$ cat config.mk
export PLATFORM = sky130hd
export DESIGN_NAME = width_12to8
export DESIGN_NICKNAME = d
export VERILOG_FILES = /design/src/rtl/width_conv_pkg.sv /design/src/rtl/width_12to8.sv
export SDC_FILE = /design/constraint.sdc
export NUM_CORES = 1
export LEC_CHECK = 0
export ABC_AREA = 1
export CAP_MARGIN = 25
export CORE_MARGIN = 2
export CORE_UTILIZATION = 40
export DETAILED_ROUTE_END_ITERATION = 10
export MAX_ROUTING_LAYER = met4
export PLACE_DENSITY = 0.68
export SYNTH_ARGS = -nofsm -noshare
export SYNTH_HDL_FRONTEND = slang
export SYNTH_SLANG_ARGS = --single-unit
$ cat constraint.sdc
create_clock -name clk -period 5.09 [get_ports clk]
set_input_delay 0.7635 -clock clk [delete_from_list [all_inputs] [get_ports clk]]
set_output_delay 0.7635 -clock clk [all_outputs]
set_load 0.005 [all_outputs]
$ cat src/rtl/width_conv_pkg.sv
// Shared widths and counter constants for the 12<->8 bit width converters.
package width_conv_pkg;

  localparam int IN_W  = 12;
  localparam int OUT_W = 8;
  localparam int ACC_W = 20;
  localparam int CNT_W = 5;

  // Largest post-emit fill level that still leaves room for a whole input word.
  localparam logic [CNT_W-1:0] CNT_READY_MAX = 5'd8;
  // Bit-count steps for one emitted byte and one accepted word.
  localparam logic [CNT_W-1:0] CNT_OUT_STEP  = 5'd8;
  localparam logic [CNT_W-1:0] CNT_IN_STEP   = 5'd12;

  // Place a word MSB-first directly behind 'pos' already-buffered bits of a
  // left-aligned accumulator.
  function automatic logic [ACC_W-1:0] align_word(input logic [IN_W-1:0]  word,
                                                  input logic [CNT_W-1:0] pos);
    logic [ACC_W-1:0] left;
    left = {word, {(ACC_W-IN_W){1'b0}}};
    return left >> pos;
  endfunction

endpackage

$ cat src/rtl/width_12to8.sv
// 12-bit to 8-bit width converter: two accepted words become three MSB-first
// bytes. The byte sink has no backpressure, so a byte leaves whenever at
// least 8 bits are buffered.
module width_12to8
  import width_conv_pkg::*;
(
  input  logic             clk,
  input  logic             rst_n,
  input  logic             valid_in,
  input  logic [IN_W-1:0]  data_in,
  output logic             ready_in,
  output logic             valid_out,
  output logic [OUT_W-1:0] data_out
);

  logic [ACC_W-1:0] r_acc;
  logic [CNT_W-1:0] r_cnt;
  logic             r_valid_out;
  logic [OUT_W-1:0] r_data_out;

  logic             w_out_fire;
  logic             w_in_fire;
  logic [CNT_W-1:0] w_cnt_post;
  logic [CNT_W-1:0] w_cnt_next;
  logic [ACC_W-1:0] w_acc_shift;
  logic [ACC_W-1:0] w_acc_next;

  // Next-state: emit a byte first (shift out), then append any accepted word
  // directly behind the bits that remain.
  always_comb begin
    w_out_fire = (r_cnt >= CNT_OUT_STEP);
    if (w_out_fire) begin
      w_cnt_post  = r_cnt - CNT_OUT_STEP;
      w_acc_shift = {r_acc[ACC_W-OUT_W-1:0], {OUT_W{1'b0}}};
    end else begin
      w_cnt_post  = r_cnt;
      w_acc_shift = r_acc;
    end

    ready_in  = rst_n && (w_cnt_post <= CNT_READY_MAX);
    w_in_fire = valid_in && ready_in;

    if (w_in_fire) begin
      w_acc_next = w_acc_shift | align_word(data_in, w_cnt_post);
      w_cnt_next = w_cnt_post + CNT_IN_STEP;
    end else begin
      w_acc_next = w_acc_shift;
      w_cnt_next = w_cnt_post;
    end
  end

  // Accumulator, fill count and registered byte output.
  always_ff @(posedge clk or negedge rst_n) begin
    if (!rst_n) begin
      r_acc       <= {ACC_W{1'b0}};
      r_cnt       <= {CNT_W{1'b0}};
      r_valid_out <= 1'b0;
      r_data_out  <= {OUT_W{1'b0}};
    end else begin
      r_acc       <= w_acc_next;
      r_cnt       <= w_cnt_next;
      r_valid_out <= w_out_fire;
      if (w_out_fire) begin
        r_data_out <= r_acc[ACC_W-1 -: OUT_W];
      end else begin
        r_data_out <= r_data_out;
      end
    end
  end

  assign valid_out = r_valid_out;
  assign data_out  = r_data_out;

endmodule

==> results.py <==
metrics = {
    "status": {
        "status": "finished, final reports clean",
    },
    "synth": {
        "synth.area.top_cells": "dfrtp_1, nand2_1, nand3_1",
        "synth_edf_count": 0,
        "synthArstFlopShare_pct": 100,
        "seq_area_frac_synth_pct": 43.7,
        "synthTopCellsByCount": "nand2_1, nand3_1, dfrtp_1",
        "synth_top_cell_by_area": "dfrtp_1",
        "ys_ff_latch": 32,
        "synthDistinctLibCells": 18,
        "synth.avg_cell_area_um2": 7.22,
        "ys.flop_type": "dfrtp_1",
        "syn-cell-area_mm2": 0.00183,
        "syn_inst": 254,
        "yosysWarnings": 0,
        "synth_most_common_cell": "nand2_1",
        "synth_top_area_share_pct": 43.7,
        "syn_nets": 273,
    },
    "sta": {
        "worstMarginPinSlew_ns": 0.590,
        "finalSetupTns_ns": 0,
        "fmax_mhz": 262,
        "holdWs_ns": 0.467,
        "finalCriticalPeriod_ns": 3.81,
        "finalWorstSetupSlack_ns": 1.28,
        "rsz0062_at_grt": "no",
        "finClkSkew_ns": 0.00309,
        "min_period_over_period_pct": 74.9,
        "hold_viol": 0,
        "slew_headroom_pct": 60.7,
        "setup_violations": 0,
        "slew_viol_final": 0,
    },
    "setup_path": {
        "r2r.worst_path.cells": 9,
        "crit_fanout": 23,
        "cp.arrival_ns": 3.05,
        "crit_required_ns": 4.33,
        "critPathLaunchType": "register",
        "critical_path_class": "reg2out",
        "end_kind": "output port",
    },
    "placed_design": {
        "placed_area_mm2": 0.00209,
        "dp_cells": 318,
        "pre_cts_ws_ns": 1.62,
        "port_buffers": 24,
        "dp_hpwl_um": 2700,
        "routabilityCongestion": 0.909,
    },
    "finish": {
        "layout.nets": 292,
        "area_growth_syn_to_layout_pct": 17.9,
        "fin_cells": 325,
        "insertedDiodeCount": 0,
        "utilization_pct": 49.3,
        "drive_gt1_share_pct": 5.49,
        "stdcell_area_mm2": 0.00216,
    },
    "drt": {
        "vias": 1610,
        "post_drt_wl_per_cell_um": 11.7,
        "wirelength_um": 3810,
        "antenna_left": 0,
        "drtIter0Drc": 104,
        "drt-pass1-iter-count": 4,
        "drc_errors": 0,
        "vias_per_cell": 4.95,
    },
    "clock_network": {
        "clockBufferDepth": 2,
        "insertion_delay_ns": 0.28,
        "cts-resized-gates": 0,
        "htreeDepth": 2,
        "clock-sinks": 32,
        "clk_pin_slew_ns": 0.06,
        "cts_root_buf": "clkbuf_8",
        "post_cts_buffers": 0,
        "hold_buffers": 0,
        "cts_tree": "built",
        "cts_buffers": 5,
    },
    "global_routing": {
        "grt_usage_pct": 17.1,
        "grt_overflow": 0,
        "grt_max_degree": 35,
        "grt_pass1_vias": 1480,
        "grt_pass1_wl_um": 6690,
        "antenna_found_initial": 0,
    },
    "floorplan": {
        "io_pins": 25,
        "die_y_um": 71.7,
        "coreArea_mm2": 0.00438,
        "fp.dieW_um": 71.7,
        "rows": 24,
        "die_area_mm2": 0.00514,
        "initial_core_util_pct": 41.8,
    },
    "power_and_ir_drop": {
        "p_sw_uw": 639,
        "pwr-share-comb_pct": 56.4,
        "powerDensity_mw_per_mm2": 625,
        "power_mw": 1.35,
        "p_clk_share_pct": 13.5,
        "share_seq_of_total_power_pct": 30.1,
        "swShare_pct": 47.3,
        "p_leak_nw": 1.10,
        "intPower_uw": 712,
        "ir_worst_vdd_uv": 270,
    },
    "min_path": {
        "hold_depth": 2,
        "hp-class": "reg2reg",
    },
    "job": {
        "drv_cap": 0,
    },
}
## critical path, stage by stage, from the launching register on
cell	delay, ns
dfrtp_1	0.72
inv_2	0.21
nand2_4	0.15
nand3_1	0.35
nand2_2	0.40
ha_1	0.23
nor2_1	0.06
nor2_2	0.13
clkdlybuf4s50_1	0.52
## final timing paths
check | end | slack (ns) | startpoint
setup / recovery | ready_in | 1.28 | r_cnt[2]
hold / removal | data_out[7] | 0.47 | data_out[7]
setup reg to reg | r_cnt[4] | 2.08 | r_cnt[2]
hold reg to reg | data_out[7] | 0.47 | data_out[7]
max in group asynchronous | r_acc[13] | 3.89 | rst_n
min in group asynchronous | data_out[5] | 0.89 | rst_n
## cells by family (layout without fill, tap and decap cells)
logic type | after synthesis | count (layout) | synth area share (%)
compound gates | 35 | 35 | 10.1
fa+ha+maj | 4 | 4 | 2.73
buf+inv | 36 | 55 | 8.05
flops | 32 | 32 | 43.7
mux | 4 | 4 | 2.18
simple gates | 143 | 143 | 33.3
## layer usage
| metal | share of wire, % | routed length, um | track usage, % | up-vias |
|---|---|---|---|---|
| met3 | 4.2 | 161 | 3.94 | 4 |
| met5 | 0 | 0 | - | - |
| li1 | - | - | - | 845 |
| met2 | 42 | 1620 | 25.7 | 43 |
| met4 | 0.95 | 36 | 5.66 | 0 |
| met1 | 52 | 1990 | 22.8 | 718 |
## cell type report
class / instances / area (um^2)
multi-input combinational: 186 / 886
sequential: 32 / 801
inverter: 23 / 86.3
tap: 52 / 65.1
clock inverter: 1 / 5.00
timing repair buffer: 25 / 248
clock buffer: 6 / 72.6
fill: 450 / 2220
## cell usage in the layout, fill, tap and decap left out
cell type,instances
nand3_2,1
clkinv_2,1
o21ai_1,14
clkbuf_8,5
nor2_2,1
clkbuf_1,1
nand2_4,2
nand2_2,3
nor2_1,10
nand3_1,34
dfrtp_1,32
ha_1,4
nand2_1,92
clkdlybuf4s50_1,24
buf_4,1
inv_2,1
inv_1,22
mux2i_1,4
o21ai_0,17
o21bai_1,4
## power groups by stage
stage          Combinational, mW  Sequential (mW)  Clock, mW
2_1_floorplan              0.601            0.392          0
3_3_place_gp               0.752            0.407          0
3_5_place_dp               0.760            0.412          0
4_1_cts                    0.767            0.407      0.187
5_1_grt                    0.873            0.421      0.199
6_report                   0.762            0.406      0.183
## flip-flops by register name, indices dropped and copies added, names as in the netlist
signal     cells
data_out       8
r_acc         20
r_cnt          3
valid_out      1
Note: power is estimated with default switching activity, not from simulation.
